<file path="src/rtl/sha256_pkg.sv">
// Shared SHA-256 definitions: scheduler state encoding, block geometry and the
// small/large sigma functions used by the schedule and compression stages.
package sha256_pkg;

    localparam int unsigned SHA_WORDS  = 16;
    localparam int unsigned SHA_ROUNDS = 64;

    typedef enum logic [1:0] {
        StIdle,
        StRound,
        StDone
    } sched_state_e;

    function automatic logic [31:0] rotr(input logic [31:0] x, input int unsigned n);
        return (x >> n) | (x << (32 - n));
    endfunction

    function automatic logic [31:0] sigma0(input logic [31:0] x);
        return rotr(x, 7) ^ rotr(x, 18) ^ (x >> 3);
    endfunction

    function automatic logic [31:0] sigma1(input logic [31:0] x);
        return rotr(x, 17) ^ rotr(x, 19) ^ (x >> 10);
    endfunction

    function automatic logic [31:0] big_sigma0(input logic [31:0] x);
        return rotr(x, 2) ^ rotr(x, 13) ^ rotr(x, 22);
    endfunction

    function automatic logic [31:0] big_sigma1(input logic [31:0] x);
        return rotr(x, 6) ^ rotr(x, 11) ^ rotr(x, 25);
    endfunction

endpackage

</file>
<file path="src/rtl/sha256_wnext.sv">
// Combinational next schedule word: sigma1(w14) + w9 + sigma0(w1) + w0, mod 2^32.
module sha256_wnext
    import sha256_pkg::*;
(
    input  logic [31:0] w0,
    input  logic [31:0] w1,
    input  logic [31:0] w9,
    input  logic [31:0] w14,
    output logic [31:0] wnew
);

    always_comb begin
        wnew = sigma1(w14) + w9 + sigma0(w1) + w0;
    end

endmodule

</file>
<file path="src/rtl/sha256_msg_sched.sv">
// SHA-256 message schedule and round sequencer: 16-word sliding window, 64 rounds.
// Optional round stall input enabled by defining SHA256_SCHED_STALL_EN.
module sha256_msg_sched
    import sha256_pkg::*;
#(
    parameter int unsigned ROUNDS = 64
) (
    input  logic         clk,
    input  logic         reset_n,
    input  logic         start,
    input  logic [511:0] msg,
`ifdef SHA256_SCHED_STALL_EN
    input  logic         stall,
`endif
    output logic         start_ready,
    output logic [5:0]   count,
    output logic [31:0]  wt,
    output logic         round_valid,
    output logic         done
);

    if (ROUNDS != SHA_ROUNDS) begin : g_rounds_check
        $error("sha256_msg_sched: ROUNDS must equal 64");
    end

    sched_state_e state_q, state_d;
    logic [5:0]   count_q, count_d;
    logic [31:0]  w_q [SHA_WORDS];
    logic [31:0]  w_d [SHA_WORDS];
    logic [31:0]  wnew;
    logic         advance;

    always_comb begin
        advance = (state_q == StRound);
`ifdef SHA256_SCHED_STALL_EN
        if (stall) begin
            advance = 1'b0;
        end
`endif
    end

    sha256_wnext u_wnext (
        .w0   (w_q[0]),
        .w1   (w_q[1]),
        .w9   (w_q[9]),
        .w14  (w_q[14]),
        .wnew (wnew)
    );

    always_comb begin
        state_d = state_q;
        count_d = count_q;
        w_d     = w_q;
        unique case (state_q)
            StIdle: begin
                if (start) begin
                    state_d = StRound;
                    count_d = '0;
                    // Big-endian word order: W0 sits in the top 32 bits.
                    for (int i = 0; i < 16; i++) begin
                        w_d[i] = msg[511 - 32 * i -: 32];
                    end
                end
            end
            StRound: begin
                if (advance) begin
                    for (int i = 0; i < 15; i++) begin
                        w_d[i] = w_q[i + 1];
                    end
                    w_d[15] = wnew;
                    if (count_q == 6'(SHA_ROUNDS - 1)) begin
                        state_d = StDone;
                        count_d = '0;
                    end else begin
                        count_d = count_q + 6'd1;
                    end
                end
            end
            StDone: begin
                state_d = StIdle;
                count_d = '0;
            end
            default: begin
                state_d = StIdle;
                count_d = '0;
            end
        endcase
    end

    always_ff @(posedge clk or negedge reset_n) begin
        if (!reset_n) begin
            state_q <= StIdle;
            count_q <= '0;
            for (int i = 0; i < 16; i++) begin
                w_q[i] <= '0;
            end
        end else begin
            state_q <= state_d;
            count_q <= count_d;
            for (int i = 0; i < 16; i++) begin
                w_q[i] <= w_d[i];
            end
        end
    end

    // wt is the head of the window register, so it is registered by construction.
    assign wt          = w_q[0];
    assign count       = count_q;
    assign start_ready = (state_q == StIdle);
    assign done        = (state_q == StDone);
    assign round_valid = advance;

endmodule
</file>
<file path="config.mk">
export PLATFORM = sky130hd
export DESIGN_NAME = sha256_msg_sched
export DESIGN_NICKNAME = d
export VERILOG_FILES = /design/src/rtl/sha256_pkg.sv /design/src/rtl/sha256_wnext.sv /design/src/rtl/sha256_msg_sched.sv
export SDC_FILE = /design/constraint.sdc
export NUM_CORES = 2
export LEC_CHECK = 0
export BUFFER_PORTS_ARGS = -buffer_cell sky130_fd_sc_hd__buf_2
export CAP_MARGIN = 40
export CELL_PAD_IN_SITES_DETAIL_PLACEMENT = 1
export CELL_PAD_IN_SITES_GLOBAL_PLACEMENT = 1
export CORE_AREA = 5 5 278 280
export CTS_BUF_LIST = sky130_fd_sc_hd__clkbuf_8 sky130_fd_sc_hd__clkbuf_16
export CTS_CLUSTER_DIAMETER = 200
export DETAILED_ROUTE_END_ITERATION = 7
export DIE_AREA = 0 0 283 285
export PLACE_DENSITY_LB_ADDON = 0.1
export SYNTH_ARGS = -nofsm -noshare
export SYNTH_HDL_FRONTEND = slang
export SYNTH_SLANG_ARGS = --single-unit
</file>
<file path="constraint.sdc">
create_clock -name clk -period 3.3 [get_ports clk]
set_input_delay 0.33 -clock clk [delete_from_list [all_inputs] [get_ports clk]]
set_output_delay 0.33 -clock clk [all_outputs]
set_load 0.01 [all_outputs]
</file>
# Word level (Yosys, flattened, before mapping)
# Index checks and enable logic that the tools add are counted.
[word_totals]
regBits = 520
inputBits = 515
out_inout_bits = 41
[op_classes]
n_addsub = 4
n_eq_ne = 5
n_mux = 8
bitwise_logic = 8
reduce_logical = 4
[op_table]
columns = ["op", "n"]
rows = [
  ["512-bit case mux with 2 select lines", 1],
  ["512-bit two-way mux", 1],
  ["32-bit adder", 3],
  ["32-bit XOR", 2],
  ["13-bit by 32-bit bitwise OR with 32-bit output", 1],
  ["14-bit by 32-bit bitwise OR with 32-bit output", 1],
  ["15-bit by 32-bit bitwise OR with 32-bit output", 1],
  ["25-bit by 32-bit bitwise OR with 32-bit output", 1],
  ["32-bit by 22-bit XOR with 32-bit output", 1],
  ["32-bit by 29-bit XOR with 32-bit output", 1],
  ["6-bit two-way mux", 2],
  ["6-bit case mux with 2 select lines", 1],
  ["6-bit by 1-bit adder with 6-bit output, second input constant", 1],
  ["6-bit equality test, second input constant", 1],
  ["2-bit two-way mux", 2],
  ["2-bit case mux with 2 select lines", 1],
  ["2-bit AND reduction", 2],
  ["2-bit by 1-bit equality test with 1-bit output, second input constant", 1],
  ["2-bit equality test, second input constant", 1],
  ["2-bit logical NOT", 1],
  ["2-bit by 1-bit inequality test with 1-bit output, second input constant", 1],
  ["2-bit inequality test, second input constant", 1],
  ["2-bit nonzero test", 1],
]

# Depth between registers and ports, before layout
[logic_depth]
word_depth = 7
depth_mapped = 16

# By module
# A second synthesis with hierarchy kept.
[unflattened]
cells_unflattened = 2830
area_unflattened_um2 = 27091.0
[modules_own_cells]
columns = ["mod", "n_inst", "cells_per_inst", "area_per_inst_um2", "seq_area_each_um2"]
rows = [
  ["sha256_msg_sched", 1, 2349, 22948.3, 13012.5],
  ["sha256_wnext", 1, 481, 4142.7, 0.0],
]

# Worst setup path after synthesis
# Ideal clock, no wire load.
[synth_path]
kind = "register to register"
startpoint = "register w_q[50] (netlist bit)"
endpoint = "register w_q[27] (netlist bit)"
t_arrival_ns = 3.528
required_time_ns = 3.169
setup_slack_ns = -0.358
stages_incl_launch_ff = 15
n_path_buf = 1
period_less_slack_ns = 3.658
cell_sequence = "dfrtp_1 clkbuf_1 xnor2_1 xnor2_1 fa_1 fa_1 ha_1 fa_1 a21o_1 nand3_1 a2111o_1 a31oi_4 a211oi_1 xor2_1 o21ai_1"
[synth_between]
elab_chain_cells = 7
[synth_lines]
columns = ["element", "line", "source"]
rows = [
  ["start, declared", "sha256_msg_sched.sv:28", "logic [31:0] w_q [SHA_WORDS];"],
  ["start signal, assigned by index", "sha256_msg_sched.sv:101", "w_q[i] <= w_d[i];"],
  ["15-bit by 32-bit bitwise OR with 32-bit output", "sha256_pkg.sv:15", "return (x >> n) | (x << (32 - n));"],
  ["32-bit XOR", "sha256_pkg.sv:23", "return rotr(x, 17) ^ rotr(x, 19) ^ (x >> 10);"],
  ["32-bit by 22-bit XOR with 32-bit output *", "sha256_pkg.sv:23", ""],
  ["32-bit adder * (3 in series)", "sha256_wnext.sv:13", "wnew = sigma1(w14) + w9 + sigma0(w1) + w0;"],
  ["512-bit case mux with 2 select lines *", "sha256_msg_sched.sv:54", "unique case (state_q)"],
]
# Mark *: on every way between the ends. The rest lies on a longest branch, timed or not.
# A chain may end at the register's enable or synchronous reset.

# Worst setup path in the final report
[layout_path]
startpoint = "register w_q[469] (netlist bit)"
endpoint = "register w_q[21] (netlist bit)"
[layout_between]
elab_chain_cells = 6
word_cells_on_any_way = 7
[layout_lines]
columns = ["element", "line", "source"]
rows = [
  ["14-bit by 32-bit bitwise OR with 32-bit output or 25-bit by 32-bit bitwise OR with 32-bit output (tied branches)", "sha256_pkg.sv:15", ""],
  ["32-bit XOR", "sha256_pkg.sv:19", "return rotr(x, 7) ^ rotr(x, 18) ^ (x >> 3);"],
  ["32-bit by 29-bit XOR with 32-bit output *", "sha256_pkg.sv:19", ""],
  ["32-bit adder * (2 in series)", "sha256_wnext.sv:13", ""],
  ["512-bit case mux with 2 select lines *", "sha256_msg_sched.sv:54", ""],
]
# Marked as above.

==> impl_metrics.csv <==
group,metric,value,unit
run_status,outcome,"finished with violations",
run_status,violations,"negative setup slack",
clocking,root_buffer,"clkbuf_16",
synth,synth-compound-area-share,27.1,%
synth,synth_cells,3037,
placement,port_buffers,555,
global_route,grt_pass1_wl,203000,um
floorplan,core,74200,sq um
synth,synth_edf_count,0,
sta,rsz0062_at_grt,"true",
critical_path,startpoint_type,"flip-flop",
placement,gp_congestion,0.967,
detailed_routing,post_drt_wl_per_cell,27.9,um
sta,fmax,256,MHz
hold_path,hold_depth,3,
cells_and_area,area_growth_syn_to_layout,41.9,%
global_route,grt_usage,33.1,%
detailed_routing,drt_pass1_iterations,6,
detailed_routing,drtAntennaViolNets,0,
sta,fin_skew,0.0387,ns
synth,synth_area_leaders,"dfrtp_1 (46%), a22oi_1 (13%), o21ai_0 (8.6%)",
synth,ys_ff_latch,520,
synth,synth-seq-area-share,46.3,%
detailed_routing,drcViolationCount,0,
synth,yosysWarnings,0,
cells_and_area,final_net_count,4556,
synth,synth_top_area_share,46.3,%
clocking,h-tree-depth,2,
hold_path,min_from,"msg[139]",
sta,setup_slack,-0.613,ns
critical_path,reg2reg_to,"w_q[21]",
floorplan,die_w,283,um
detailed_routing,routed_wl,139000,um
hold_path,holdPathEnd,"w_q[139]",
floorplan,start_util,37.8,%
clocking,cts_num_sinks,520,
critical_path,path_class,"reg2reg",
critical_path,worstPathRequired,3.80,ns
sta,setup_violations,27,
sta,worstMarginPinSlew,1.38,ns
run,maxCapViolations,0,
synth,synth_top_family_by_area,"compound AO/OA/AOI/OAI gates",
global_route,antenna_found_initial,38,
sta,hold_violations,0,
synth,synthMuxAreaShare,0.107,%
synth,yosys.area_share.adder,5.85,%
placement,dp_hpwl,102000,um
clocking,path_clk_slew,0.06,ns
synth,synthXorXnorAreaFrac,4.52,%
floorplan,die_h,285,um
global_route,first_global_vias,30500,
sta,slew_violations,0,
global_route,grt_max_degree,265,
synth,synth-simple-area-share,9.50,%
synth,synth_largest_area_cell,"dfrtp_1",
global_route,grt_overflow,0,
detailed_routing,avgViaCountPerCell,5.72,
sta,slew_headroom,8.03,%
cells_and_area,drive_above_1_share,27.8,%
clocking,numCtsBuffers,61,
sta,finalCriticalPeriod,3.91,ns
synth,synth_top_flop_cell,"dfrtp_1",
critical_path,rr_worst_depth,14,
floorplan,die_area,80700,sq um
critical_path,timing.reg2reg.setup_slack,-0.61,ns
detailed_routing,drt_iter0_markers,2544,
clocking,cts.path.max_buffers,3,
floorplan,pin_count,556,
clocking,cts_tree,"done",
critical_path,cp-end-kind,"flip-flop",
synth,synthesis.area,28100,sq um
floorplan,rows,100,
sta,period_share,119,%
detailed_routing,vias,28600,
critical_path,worstPathArrival,4.42,ns
critical_path,r2r-start,"w_q[469]",
clocking,clk_latency,0.67,ns
hold_path,hold_class,"in2reg",
synth,synth_area_per_cell,9.25,sq um
synth,synth_nets,3646,
synth,ys_types,65,
critical_path,crit_fanout,4,
synth,async_flop_share,100,%
cells_and_area,utilization,53.7,%
## cell usage after synthesis, drive strengths merged (7+ instances only)
cell type	count
a21o	11
a21oi	141
a22oi	481
and3	12
buf	63
clkbuf	264
dfrtp	520
fa	62
ha	32
inv	130
nand2	409
nand3	10
nand4	7
nor2	35
nor2b	94
nor3	12
o21ai	496
o21bai	7
o22ai	31
xnor2	119
xor2	26
## how the worst max path moves through the flow
stage / start / endpoint / cells after the start
after floorplan: w_q[459] / w_q[30] / 16
after global placement: w_q[459] / w_q[30] / 15
after detailed placement: w_q[459] / w_q[30] / 15
after CTS: w_q[456] / w_q[27] / 12
after global routing: w_q[456] / w_q[27] / 13
final: w_q[469] / w_q[21] / 14
## worst max-delay path, cell delays in order, from the launching register on
cell     delay [ns]
dfrtp_2        0.45
xnor2_2        0.25
xnor2_2        0.18
buf_4          0.16
fa_1           0.44
fa_1           0.52
ha_4           0.31
a21o_1         0.17
nand3_2        0.12
buf_6          0.15
a211o_1        0.30
and3_4         0.24
o21ai_4        0.23
xnor2_2        0.15
a21oi_2        0.07
## what timing repair did
item | in CTS | in global routing
setup endpoints to repair | 27 | 28
pin swaps | 61 | 58
setup buffers | 13 | 11
endpoints found under the hold margin | 366 | 0
hold buffers | 322 | 0
gates resized for setup | 104 | 42
## state kept, by name, summed over array words and instances, names as in the netlist
name and flops:
count 6, w_q 480, wt 32, state_q 2
## layout by cell type (no fill, tap or decap), drive strengths merged, types with 7 or more instances in the layout
cell type      n
nor2          35
dfrtp        520
a22oi        481
o21ai        496
fa            62
a21o          11
nand3         10
o21bai         7
dlygate4sd3  322
nand4          7
nor2b         94
inv          146
clkinv        16
xnor2        119
a21oi        141
nor3          12
diode         31
clkbuf        80
nand2        409
xor2          26
and3          12
buf          852
o22ai         31
ha            32
## routing by layer
metal | up-vias | part of all wire (%) | global-route usage [%]
met5 | - | 0.070 | 0
met4 | 14 | 4.6 | 13.9
met3 | 297 | 6.9 | 7.35
met2 | 1100 | 48 | 54.7
met1 | 14600 | 40 | 42.4
li1 | 12500 | - | -
## layout make-up
| class | count | area, sq um |
|---|---|---|
| repair buffers | 1174 | 8600 |
| clock buffers | 80 | 1790 |
| inverters | 130 | 489 |
| multi-input cells | 2060 | 14400 |
| fillers | 8418 | 34300 |
| clock inverters | 36 | 302 |
| flip-flops and latches | 520 | 13000 |
| diodes | 31 | 77.6 |
| well taps | 969 | 1210 |
## cell families after synthesis
| logic type | count (synthesis) |
|---|---|
| AOI/OAI and AO/OA | 1214 |
| xor gates and xnor gates | 145 |
| adders and majority gates | 94 |
| buffers and inverters | 457 |
| DFF | 520 |
| muxes | 3 |
| and+or+nand+nor | 604 |
## stage by stage
step	worst slack (ns)	setup TNS, ns	hold WS (ns)	std cells	cell area [sq um]
after floorplan	-0.245	-1.15	0.0344	3037	28500
after global placement	-0.700	-13.95	0.327	4512	33500
after detailed placement	-0.781	-15.25	0.334	4513	33500
after CTS	-0.623	-13.33	0.0000209	4962	39500
after global routing	-0.739	-16.02	0.00759	4991	39800
final	-0.613	-13.15	0.0114	5000	39900
Power is left out: the tool's default activity adds up to more than one toggle a clock period on the data nets, which glitch-free logic cannot reach.
